File: src/rtl/unary_mm_pkg.sv
// Shared types and helpers for the unary (rate-coded) matrix multiplier.
package unary_mm_pkg;

  typedef enum logic [1:0] {IDLE, LOAD, SWEEP, DONE} state_t;

  localparam int MAG_MAX_W = 32;

  // Caller sign-extends into MAG_MAX_W and truncates the result back to WIDTH.
  // A negative full-scale value maps to 2^(WIDTH-1), which still fits WIDTH bits.
  function automatic logic [MAG_MAX_W-1:0] abs_mag(input logic [MAG_MAX_W-1:0] value,
                                                   input logic                 sign);
    return sign ? (~value + MAG_MAX_W'(1)) : value;
  endfunction

  function automatic int out_width(input int width, input int inner);
    return 2 * width + $clog2(inner + 1);
  endfunction

endpackage

File: src/rtl/unary_matmul_if.sv
// Request/result bundle of the unary matrix multiplier.
interface unary_matmul_if
  import unary_mm_pkg::*;
#(
  parameter int ROWS  = 4,
  parameter int INNER = 4,
  parameter int COLS  = 4,
  parameter int WIDTH = 4,
  parameter int OUT_W = out_width(WIDTH, INNER)
) ();
  logic                        start;
  logic [ROWS*INNER*WIDTH-1:0] a_mat;
  logic [INNER*COLS*WIDTH-1:0] b_mat;
  logic                        ready;
  logic                        busy;
  logic                        done;
  logic [ROWS*COLS*OUT_W-1:0]  out;
  logic                        sat;

  modport master (output start, a_mat, b_mat, input ready, busy, done, out, sat);
  modport slave  (input start, a_mat, b_mat, output ready, busy, done, out, sat);
endinterface

File: src/rtl/unary_counter_bank.sv
// Bank of N magnitude down-counters with shadow reload and a registered max magnitude.
module unary_counter_bank #(
  parameter int N     = 4,
  parameter int WIDTH = 4
) (
  input  logic                      clk,
  input  logic                      reset,
  input  logic                      load,
  input  logic                      dec,
  input  logic                      reload,
  input  logic [N-1:0][WIDTH-1:0]   mag,
  output logic [N-1:0]              active,
  output logic [WIDTH-1:0]          max_mag,
  output logic                      none
);
  logic [N-1:0][WIDTH-1:0] cnt, init;
  logic [WIDTH-1:0]        max_c;

  always_comb begin
    max_c = '0;
    for (int i = 0; i < N; i++)
      if (mag[i] > max_c) max_c = mag[i];
  end

  // max_mag never drops below 1 so the sweep length stays non-zero
  always_ff @(posedge clk) begin
    if (reset) begin
      cnt     <= '0;
      init    <= '0;
      max_mag <= '0;
      none    <= 1'b1;
    end else if (load) begin
      cnt     <= mag;
      init    <= mag;
      max_mag <= (max_c == '0) ? WIDTH'(1) : max_c;
      none    <= (max_c == '0);
    end else if (reload) begin
      cnt <= init;
    end else if (dec) begin
      for (int i = 0; i < N; i++)
        if (cnt[i] != '0) cnt[i] <= cnt[i] - WIDTH'(1);
    end
  end

  for (genvar i = 0; i < N; i++) begin : g_lane
    assign active[i] = |cnt[i];
  end

endmodule

File: src/rtl/unary_matmul.sv
// Signed ROWS x INNER by INNER x COLS unary matrix multiplier, one k slice per LOAD/SWEEP.
// Build option: UNARY_MATMUL_SAT_EN adds per-step saturation and a sticky sat flag.
module unary_matmul
  import unary_mm_pkg::*;
#(
  parameter int ROWS  = 4,
  parameter int INNER = 4,
  parameter int COLS  = 4,
  parameter int WIDTH = 4,
  parameter int OUT_W = out_width(WIDTH, INNER)
) (
  input  logic           clk,
  input  logic           reset,
  unary_matmul_if.slave  bus
);
  localparam int KW = (INNER > 1) ? $clog2(INNER) : 1;

  state_t state, state_nx;

  logic [ROWS-1:0][INNER-1:0][WIDTH-1:0] a_q;
  logic [INNER-1:0][COLS-1:0][WIDTH-1:0] b_q;
  logic [KW-1:0]                         k;
  logic [WIDTH-1:0]                      sc, rc;

  logic [ROWS-1:0][WIDTH-1:0] a_sel, a_mag;
  logic [COLS-1:0][WIDTH-1:0] b_sel, b_mag;
  logic [ROWS-1:0]            a_neg_now, a_neg, row_act;
  logic [COLS-1:0]            b_neg_now, b_neg, col_act;
  logic [ROWS-1:0][COLS-1:0]  neg;

  logic [WIDTH-1:0] s_max, t_max, s_eff, t_eff;
  logic             row_none, col_none;
  logic             accept, wrap, last, last_k;

  logic [ROWS-1:0][COLS-1:0][OUT_W-1:0] acc;

  // Column k of A and row k of B, reduced to magnitude + sign
  always_comb begin
    a_sel = '0;
    b_sel = '0;
    for (int kk = 0; kk < INNER; kk++) begin
      if (k == KW'(kk)) begin
        for (int i = 0; i < ROWS; i++) a_sel[i] = a_q[i][kk];
        for (int j = 0; j < COLS; j++) b_sel[j] = b_q[kk][j];
      end
    end
    for (int i = 0; i < ROWS; i++) begin
      a_neg_now[i] = a_sel[i][WIDTH-1];
      a_mag[i]     = WIDTH'(abs_mag(MAG_MAX_W'($signed(a_sel[i])), a_sel[i][WIDTH-1]));
    end
    for (int j = 0; j < COLS; j++) begin
      b_neg_now[j] = b_sel[j][WIDTH-1];
      b_mag[j]     = WIDTH'(abs_mag(MAG_MAX_W'($signed(b_sel[j])), b_sel[j][WIDTH-1]));
    end
  end

  unary_counter_bank #(.N(ROWS), .WIDTH(WIDTH)) u_rows (
    .clk     (clk),
    .reset   (reset),
    .load    (state == LOAD),
    .dec     (wrap),
    .reload  (1'b0),
    .mag     (a_mag),
    .active  (row_act),
    .max_mag (s_max),
    .none    (row_none)
  );

  unary_counter_bank #(.N(COLS), .WIDTH(WIDTH)) u_cols (
    .clk     (clk),
    .reset   (reset),
    .load    (state == LOAD),
    .dec     (state == SWEEP),
    .reload  (wrap),
    .mag     (b_mag),
    .active  (col_act),
    .max_mag (t_max),
    .none    (col_none)
  );

  // A zero operand on either side makes the whole slice a single idle sweep cycle
  assign s_eff  = (row_none || col_none) ? WIDTH'(1) : s_max;
  assign t_eff  = (row_none || col_none) ? WIDTH'(1) : t_max;
  assign accept = (state == IDLE) && bus.start;
  assign wrap   = (state == SWEEP) && (sc == t_eff - WIDTH'(1));
  assign last   = wrap && (rc == s_eff - WIDTH'(1));
  assign last_k = (k == KW'(INNER - 1));

  always_ff @(posedge clk) begin
    if (reset) state <= IDLE;
    else       state <= state_nx;
  end

  always_comb begin
    state_nx = state;
    case (state)
      IDLE:    if (bus.start) state_nx = LOAD;
      LOAD:    state_nx = SWEEP;
      SWEEP:   if (last) state_nx = last_k ? DONE : LOAD;
      DONE:    state_nx = IDLE;
      default: state_nx = IDLE;
    endcase
  end

  always_ff @(posedge clk) begin
    if (reset) begin
      a_q   <= '0;
      b_q   <= '0;
      k     <= '0;
      sc    <= '0;
      rc    <= '0;
      a_neg <= '0;
      b_neg <= '0;
    end else begin
      if (accept) begin
        a_q <= bus.a_mat;
        b_q <= bus.b_mat;
        k   <= '0;
      end
      if (state == LOAD) begin
        a_neg <= a_neg_now;
        b_neg <= b_neg_now;
        sc    <= '0;
        rc    <= '0;
      end
      if (state == SWEEP) begin
        if (wrap) begin
          sc <= '0;
          rc <= rc + WIDTH'(1);
        end else begin
          sc <= sc + WIDTH'(1);
        end
        if (last && !last_k) k <= k + KW'(1);
      end
    end
  end

  always_comb begin
    for (int i = 0; i < ROWS; i++)
      for (int j = 0; j < COLS; j++)
        neg[i][j] = a_neg[i] ^ b_neg[j];
  end

`ifdef UNARY_MATMUL_SAT_EN
  localparam logic [OUT_W-1:0] ACC_MAX = {1'b0, {(OUT_W-1){1'b1}}};
  localparam logic [OUT_W-1:0] ACC_MIN = {1'b1, {(OUT_W-1){1'b0}}};
  logic sat_q;

  always_ff @(posedge clk) begin
    if (reset || accept) begin
      acc   <= '0;
      sat_q <= 1'b0;
    end else if (state == SWEEP) begin
      for (int i = 0; i < ROWS; i++)
        for (int j = 0; j < COLS; j++)
          if (row_act[i] && col_act[j]) begin
            if (neg[i][j] ? (acc[i][j] == ACC_MIN) : (acc[i][j] == ACC_MAX))
              sat_q <= 1'b1;
            else
              acc[i][j] <= neg[i][j] ? acc[i][j] - OUT_W'(1) : acc[i][j] + OUT_W'(1);
          end
    end
  end

  assign bus.sat = sat_q;
`else
  always_ff @(posedge clk) begin
    if (reset || accept) begin
      acc <= '0;
    end else if (state == SWEEP) begin
      for (int i = 0; i < ROWS; i++)
        for (int j = 0; j < COLS; j++)
          if (row_act[i] && col_act[j])
            acc[i][j] <= neg[i][j] ? acc[i][j] - OUT_W'(1) : acc[i][j] + OUT_W'(1);
    end
  end

  assign bus.sat = 1'b0;
`endif

  assign bus.ready = (state == IDLE);
  assign bus.busy  = (state == LOAD) || (state == SWEEP);
  assign bus.done  = (state == DONE);
  assign bus.out   = acc;

endmodule

File: src/flat_wrapper.sv
// flat-port wrapper written by rule: the top's interface ports become plain ports
module unary_matmul_flat import unary_mm_pkg::*;
#(
  parameter int ROWS  = 4,
  parameter int INNER = 4,
  parameter int COLS  = 4,
  parameter int WIDTH = 4,
  parameter int OUT_W = out_width(WIDTH, INNER)
)
  (clk, reset, bus_start, bus_a_mat, bus_b_mat, bus_ready, bus_busy, bus_done, bus_out, bus_sat);
  unary_matmul_if #(.ROWS(ROWS), .INNER(INNER), .COLS(COLS), .WIDTH(WIDTH), .OUT_W(OUT_W)) bus_i ();
  input  logic clk;
  input  logic reset;
  input wire logic [$bits(bus_i.start)-1:0] bus_start;
  input wire logic [$bits(bus_i.a_mat)-1:0] bus_a_mat;
  input wire logic [$bits(bus_i.b_mat)-1:0] bus_b_mat;
  output wire logic [$bits(bus_i.ready)-1:0] bus_ready;
  output wire logic [$bits(bus_i.busy)-1:0] bus_busy;
  output wire logic [$bits(bus_i.done)-1:0] bus_done;
  output wire logic [$bits(bus_i.out)-1:0] bus_out;
  output wire logic [$bits(bus_i.sat)-1:0] bus_sat;
  assign bus_i.start = bus_start;
  assign bus_i.a_mat = bus_a_mat;
  assign bus_i.b_mat = bus_b_mat;
  assign bus_ready = bus_i.ready;
  assign bus_busy = bus_i.busy;
  assign bus_done = bus_i.done;
  assign bus_out = bus_i.out;
  assign bus_sat = bus_i.sat;
  unary_matmul #(.ROWS(ROWS), .INNER(INNER), .COLS(COLS), .WIDTH(WIDTH), .OUT_W(OUT_W)) u_core (.clk(clk), .reset(reset), .bus(bus_i));
endmodule
File: config.mk
export PLATFORM = sky130hd
export DESIGN_NAME = unary_matmul_flat
export DESIGN_NICKNAME = d
export VERILOG_FILES = /design/src/rtl/unary_mm_pkg.sv /design/src/rtl/unary_matmul_if.sv /design/src/rtl/unary_counter_bank.sv /design/src/rtl/unary_matmul.sv /design/src/flat_wrapper.sv
export SDC_FILE = /design/constraint.sdc
export NUM_CORES = 1
export LEC_CHECK = 0
export ABC_CLOCK_PERIOD_IN_PS = 6190
export CORE_MARGIN = 2
export CORE_UTILIZATION = 40
export CTS_CLUSTER_DIAMETER = 60
export DETAILED_ROUTE_END_ITERATION = 8
export GPL_TIMING_DRIVEN = 0
export PLACE_DENSITY = 0.75
export SLEW_MARGIN = 20
export SYNTH_ARGS = -nofsm -noshare
export SYNTH_HDL_FRONTEND = slang
export SYNTH_SLANG_ARGS = --single-unit
File: constraint.sdc
create_clock -name clk -period 6.19 [get_ports clk]
set_input_delay 0.9285 -clock clk [delete_from_list [all_inputs] [get_ports clk]]
set_output_delay 0.9285 -clock clk [all_outputs]
set_load 0.05 [all_outputs]
==> metrics.cfg, run 1 <==
[outcome]
outcome=finished with violations
violations=negative setup slack

[finish]
area_growth_pct=28.4
postLayoutCoreUtil=0.518
design_area_um2=29800
mostFrequentLayoutCell=nand2_1
nNetsFinal=3725
layout_common_cells=nand2_1 (641), a21oi_1 (418), dfxtp_1 (380)
drive_gt1_frac=0.0779

[timing]
fin_tns_setup_ps=-11.9
slew_headroom=0.244
worst_pin_slew_ps=1130
setup_violations=1
fin_skew_ps=37.8
drv_slew=0
finalWorstPathRequiredPeriod_ps=6200
fin_crit_sh=1.00
hold_viol_final=0
fmax_mhz=161
rsz0062_at_grt=true
setup_ws_ps=-11.9

[synth]
avgSynthCellArea_um2=7.82
synth_edf_count=0
synth_warnings=0
seq_area_frac_synth=0.329
synth_nets=3311
synthDistinctLibCells=82
syn_inst=2970
synth_async_sr_flop_share=0
synth_ff_type=dfxtp_1
netlist_area_um2=23200
synth-seq-cells=382

[floorplanning]
die_x_um=245
die_y_um=245
initial_utilization=0.404
io_pins=311
core-area_um2=57600
row_count=88
die_area_um2=60000

[setup_path]
crit_slowest_cell=dfxtp_4
crit_path_end_kind=flip-flop
rr_worst_depth=34
rrSetupSlack_ps=-10
required_ps=6690
crit_type=flip-flop to flip-flop
cp.arrival_ps=6700
r2r_end=u_core.u_cols.max_mag[0]
crit_path_start_kind=flip-flop
r2r-start=u_core.k[0]
cp_max_fo=6
slowest_delay_ps=380

[min_path]
min_to=u_core.a_q[5]
worstHoldPathCells=2
hp-start=u_core.a_q[5]
min_path_type=flip-flop to flip-flop

[global_route]
first_global_vias=20700
overflow=0
grt_max_degree=14
grt_first_pass_wirelength_um=112000
grtUsageTotal=0.233
antenna_found_initial=0

[clock_network]
cts.clk_slew.worst_paths_ps=70
hold_buffers=0
root_buffer=clkbuf_16
cts_tree=yes
htree_levels=2
clk_path_buf_depth=3
cts.sinks=382
clk_latency_ps=600
cts_inserted_buffers=46

[power_and_ir_drop]
p_clk_frac=0.274
intPower_mw=6.06
power_density_nw_per_um2=336
pwr-share-comb=0.436
peakVddDrop_mv=0.282
seq_power_share=0.289
power.switching_mw=3.98
p_leak_nw=11.7
switching_share=0.396

[placed_design]
numPortBuffers=308
place_area_um2=27300
gp_congestion=0.897
hpwl_um=55000

[drt]
detail_route.wl_per_cell_um=17.7
drt.antenna.violating_nets=0
vias_per_cell=5.40
firstDrtPassIters=7
drtIter0Drc=1444
drt-total-wl_um=73900
vias=22600
route.detailed.drc=0

[run]
cap_violations=0

synthesized netlist by cell type (10+ instances only):
cell / n / area, µm²
ha_1: 194 / 2430
xor2_1: 39 / 342
o21ai_0: 56 / 280
a211oi_1: 39 / 293
dfxtp_1: 382 / 7650
and4_1: 15 / 131
mux2i_1: 47 / 470
nor3_1: 22 / 110
nor4_1: 16 / 100
nand3_1: 25 / 125
nand4_1: 16 / 100
inv_1: 141 / 529
fa_1: 16 / 320
o21a_1: 14 / 105
xnor2_1: 138 / 1210
a21o_1: 61 / 458
buf_1: 13 / 48.8
nor2b_1: 20 / 125
buf_2: 10 / 50.1
clkbuf_1: 120 / 450
a21oi_1: 426 / 2130
a31oi_1: 33 / 206
and2_1: 19 / 119
a311oi_1: 15 / 131
nand2_1: 646 / 2420
o21bai_1: 73 / 548
nor2_1: 164 / 616
o211ai_1: 18 / 135
nand3b_1: 33 / 248
or3_1: 39 / 244
cell families after synthesis:
family | Yosys count | synth area share
AOI/OAI and AO/OA | 785 | 0.206
xor gates and xnor gates | 177 | 0.0667
adders and majority gates | 210 | 0.118
buffers and inverters | 297 | 0.0517
DFF | 382 | 0.329
muxes | 53 | 0.0233
other | 1 | 0.000161
and+or+nand+nor | 1065 | 0.205
routing by layer:
metal | GRT usage | wire length, µm
met5 | 0 | 0
met4 | 0.0841 | 2670
met3 | 0.0354 | 4960
met2 | 0.386 | 34300
met1 | 0.306 | 32100
worst max-delay path, delay by kind of cell, from the launching register on:
family | cells | cell delay (ps)
AOI/OAI and AO/OA | 14 | 2300
and+or+nand+nor | 10 | 1380
adders and majority gates | 5 | 1370
buffers and inverters | 5 | 640
DFF | 1 | 380
cell type report:
type / instances / area (µm²)
clock inverters: 19 / 218
fillers: 5362 / 27700
well taps: 765 / 957
repair buffers: 367 / 3550
inverters: 142 / 548
clock buffers: 61 / 1300
multi-input cells: 2291 / 14800
flip-flops and latches: 382 / 7650
diodes: 1 / 2.50
plain buffers: 154 / 773
flip-flops by register name (all words and copies together), names as in the netlist, 4 cells and up:
| register | cells |
|---|---|
| u_core.bus.out | 176 |
| u_core.a_q | 64 |
| u_core.b_q | 64 |
| u_core.u_cols.cnt | 16 |
| u_core.u_cols.init | 16 |
| u_core.u_rows.cnt | 16 |
| u_core.a_neg | 4 |
| u_core.b_neg | 4 |
| u_core.rc | 4 |
| u_core.sc | 4 |
| u_core.u_cols.max_mag | 4 |
| u_core.u_rows.max_mag | 4 |
how the worst max path moves through the flow:
| stage | depth (start not counted) | startpoint | endpoint |
|---|---|---|---|
| detailed placement | 32 | u_core.k[0] | u_core.u_rows.max_mag[0] |
| finish | 34 | u_core.k[0] | u_core.u_cols.max_mag[0] |
| global route | 34 | u_core.k[0] | u_core.u_cols.max_mag[0] |
| floorplan | 31 | u_core.k[0] | u_core.u_rows.max_mag[0] |
| global placement | 32 | u_core.k[0] | u_core.u_rows.max_mag[0] |
| CTS | 30 | u_core.k[1] | u_core.u_cols.max_mag[0] |
power by group through the flow:
stage | Combinational (mW) | Sequential (mW) | Clock (mW)
after floorplan | 2.89 | 2.95 | 0
after global placement | 3.82 | 2.94 | 0
after detailed placement | 3.90 | 2.95 | 0
after CTS | 4.09 | 2.90 | 2.78
after global routing | 4.81 | 2.93 | 2.88
final | 4.38 | 2.90 | 2.76
repair_timing:
action / CTS / global route
gates resized for setup: 49 / 91
setup endpoints to repair: 10 / 10
setup buffers: 19 / 39
pin swaps: 16 / 49
gates cloned: 0 / 1
per-stage QoR:
step | total power, mW | setup WS (ps) | instances | hold WS [ps]
4_1_cts | 9.77 | 14.9 | 4142 | 455
2_1_floorplan | 5.84 | 186 | 2970 | 431
5_1_grt | 10.6 | -251 | 4181 | 470
6_report | 10.0 | -11.9 | 4182 | 454
3_3_place_gp | 6.76 | -882 | 4043 | 438
3_5_place_dp | 6.85 | -930 | 4043 | 447
No activity file was read; power rests on OpenSTA's default activity.
==> run 2, diff against run 1 <==
--- a/config.mk
+++ b/config.mk
@@ -5,13 +5,15 @@
 export SDC_FILE = /design/constraint.sdc
 export NUM_CORES = 1
 export LEC_CHECK = 0
+export ABC_AREA = 1
 export ABC_CLOCK_PERIOD_IN_PS = 6190
+export CORE_ASPECT_RATIO = 0.5
 export CORE_MARGIN = 2
 export CORE_UTILIZATION = 40
 export CTS_CLUSTER_DIAMETER = 60
 export DETAILED_ROUTE_END_ITERATION = 8
 export GPL_TIMING_DRIVEN = 0
-export PLACE_DENSITY = 0.75
+export PLACE_DENSITY = 0.76
 export SLEW_MARGIN = 20
 export SYNTH_ARGS = -nofsm -noshare
 export SYNTH_HDL_FRONTEND = slang
==> run 2 against run 1 <==
The flow now finishes without violations. Clock skew decreased by 15 ps. Final cell count increased by 1.8%. Routed wire length decreased by 4.2%. Worst setup slack improved by 330 ps. Synthesized cell count increased by 4.8%. Core utilization decreased by 1.4 points.
==> metrics.cfg, run 2 <==
[outcome]
outcome=complete, no violations  ; was finished with violations

[drt]
firstDrtPassIters=6  ; was 7
route.detailed.drc=0  ; unchanged
vias=22300  ; was 22600
drt.antenna.violating_nets=0  ; unchanged
detail_route.wl_per_cell_um=16.6  ; was 17.7 µm
drt-total-wl_um=70900  ; was 73900 µm
vias_per_cell=5.25  ; was 5.40
drtIter0Drc=1760  ; was 1444

[setup_path]
required_ps=6590  ; was 6690 ps
slowest_delay_ps=380  ; about the same
crit_type=flip-flop to flip-flop  ; unchanged
rrSetupSlack_ps=320  ; was -10 ps
cpMostUsedCell=nand2_1
cp.arrival_ps=6270  ; was 6700 ps
cp_max_fo=10  ; was 6
crit_slowest_cell=dfxtp_2  ; was dfxtp_4
crit_path_start_kind=flip-flop  ; unchanged
crit_path_end_kind=flip-flop  ; unchanged

[power_and_ir_drop]
power_density_nw_per_um2=547  ; was 336 nW/µm²
peakVddDrop_mv=0.750  ; was 0.282 mV
p_leak_nw=12.9  ; was 11.7 nW

[clock_network]
cts_inserted_buffers=41  ; was 46
cts.sinks=382  ; unchanged
cts.clk_slew.worst_paths_ps=70  ; about the same
clk_path_buf_depth=3  ; unchanged
hold_buffers=0  ; unchanged
clk_latency_ps=560  ; was 600 ps
cts_tree=yes  ; unchanged
htree_levels=2  ; unchanged
root_buffer=clkbuf_16  ; unchanged

[floorplanning]
io_pins=311  ; unchanged
die_y_um=173  ; was 245 µm
die_area_um2=59200  ; was 60000 µm²
initial_utilization=0.408  ; was 0.404
die_x_um=342  ; was 245 µm
row_count=61  ; was 88
core-area_um2=56000  ; was 57600 µm²

[timing]
fmax_mhz=170  ; was 161 MHz
slew_headroom=0.254  ; was 0.244
fin_tns_setup_ps=0  ; was -11.9 ps
worst_pin_slew_ps=1120  ; was 1130 ps
hold_ws_ps=447  ; was 454 ps
fin_crit_sh=0.948  ; was 1.00
hold_viol_final=0  ; unchanged
setup_ws_ps=322  ; was -11.9 ps
drv_slew=0  ; unchanged
fin_skew_ps=23.1  ; was 37.8 ps
setup_violations=0  ; was 1
finalWorstPathRequiredPeriod_ps=5870  ; was 6200 ps

[finish]
mostFrequentLayoutCell=nand2_1  ; unchanged
drive_gt1_frac=0.0603  ; was 0.0779
largest_register_ffs=176  ; unchanged
nNetsFinal=3811  ; was 3725
antenna_cells=0  ; was 1
area_growth_pct=23.7  ; was 28.4%
layout_common_cells=nand2_1 (423), nor2_1 (406), dfxtp_1 (381)  ; was nand2_1 (641), a21oi_1 (418), dfxtp_1 (380)

[synth]
synthTopCellsByArea=dfxtp_1 (33%), ha_1 (11%), o21ai_0 (7.9%), nand2_1 (6.9%), nor2_1 (6.7%)  ; was dfxtp_1 (33%), ha_1 (10%), nand2_1 (10%), a21oi_1 (9.2%), xnor2_1 (5.2%)
seq_area_frac_synth=0.335  ; was 0.329
avgSynthCellArea_um2=7.34  ; was 7.82 µm²
synth_area_leader_cell=dfxtp_1  ; unchanged
synth_edf_count=0  ; unchanged
synth_ff_type=dfxtp_1  ; unchanged
synth_commonest_cells=nand2_1 (423), nor2_1 (407), dfxtp_1 (382), o21ai_0 (361), inv_1 (309)  ; was nand2_1 (646), a21oi_1 (426), dfxtp_1 (382), ha_1 (194), nor2_1 (164)
synth-seq-cells=382  ; unchanged
synth_top_area_share=0.335  ; was 0.329
synthDistinctLibCells=59  ; was 82
syn_inst=3114  ; was 2970
netlist_area_um2=22900  ; was 23200 µm²
yosysMostFrequentCell=nand2_1  ; unchanged
synth_warnings=0  ; unchanged
synth_async_sr_flop_share=0  ; unchanged
synth_nets=3455  ; was 3311

[run]
cap_violations=0  ; unchanged

[global_route]
first_global_vias=21400  ; was 20700
overflow=0  ; unchanged
grt_max_degree=19  ; was 14
antenna_found_initial=0  ; unchanged
grtUsageTotal=0.232  ; was 0.233
grt_first_pass_wirelength_um=112000  ; about the same

[placed_design]
numPortBuffers=308  ; unchanged
dp_worst_setup_slack_ps=-228  ; was -930 ps
gp_congestion=0.924  ; was 0.897
hpwl_um=53600  ; was 55000 µm

[min_path]
min_path_type=flip-flop to flip-flop  ; unchanged

## run 2: worst max-delay path, delay by kind of cell, from the launching register on
| family | cells | cell delay [ps] |
|---|---|---|
| AOI/OAI and AO/OA | 7 | 1180 |
| xor gates and xnor gates | 1 | 230 |
| adders and majority gates | 5 | 1360 |
| buffers and inverters | 10 | 1080 |
| DFF | 1 | 380 |
| and+or+nand+nor | 16 | 1500 |
## run 2: metal layers
layer  GRT usage  wire length (µm)  vias to the layer above
li1            -                 -                    11100
met1       0.282             29500                    10400
met2       0.401             33700                      660
met3      0.0336              3870                      202
met4       0.119              3800                        0
met5           0                 0                        -
## run 2: final timing paths
| kind | startpoint | endpoint | cells after the start |
|---|---|---|---|
| worst max register to register | u_core.k[0] | u_core.u_cols.max_mag[0] | 39 |
| worst max-delay path | u_core.k[0] | u_core.u_cols.max_mag[0] | 39 |
| worst min register to register | u_core.bus.out[109] | u_core.bus.out[109] | 1 |
| worst min-delay path | u_core.bus.out[109] | u_core.bus.out[109] | 1 |
## run 2: area by class of cell
class,count,area [µm²]
Fill cell,5357,27700
Buffer,127,576
Inverter,324,1220
Clock inverter,19,161
Timing Repair Buffer,314,3130
Tap cell,756,946
Clock buffer,54,1130
Sequential cell,382,7650
Multi-Input combinational cell,2280,13500
## run 2: cells by family after synthesis
logic type	synth area share
simple gates	0.191
compound gates	0.213
buf+inv	0.0781
flops	0.335
fa+ha+maj	0.120
xor+xnor	0.0628
other cells	0.000164
## run 2: repair_timing
item / in CTS / in global routing
buffers inserted: 0 / 6
pin swaps: 0 / 3
cloned: 0 / 0
endpoints found under the setup margin: 4 / 9
gates resized for setup: 2 / 18
## run 2: stage by stage
step	utilization	cell area, µm²	instances	power, mW
global placement	0.480	26900	4178	12.1
CTS	0.503	28200	4250	15.0
floorplan	-	22900	3114	10.2
global route	0.505	28300	4256	16.8
finish	0.505	28300	4256	15.5
detailed placement	0.480	26900	4178	12.4
## run 2: power breakdown
part | internal (mW) | switching [mW] | total [mW]
clock | 1.38 | 1.08 | 2.46
combinational | 3.49 | 6.35 | 9.84
sequential | 2.90 | 0.267 | 3.17
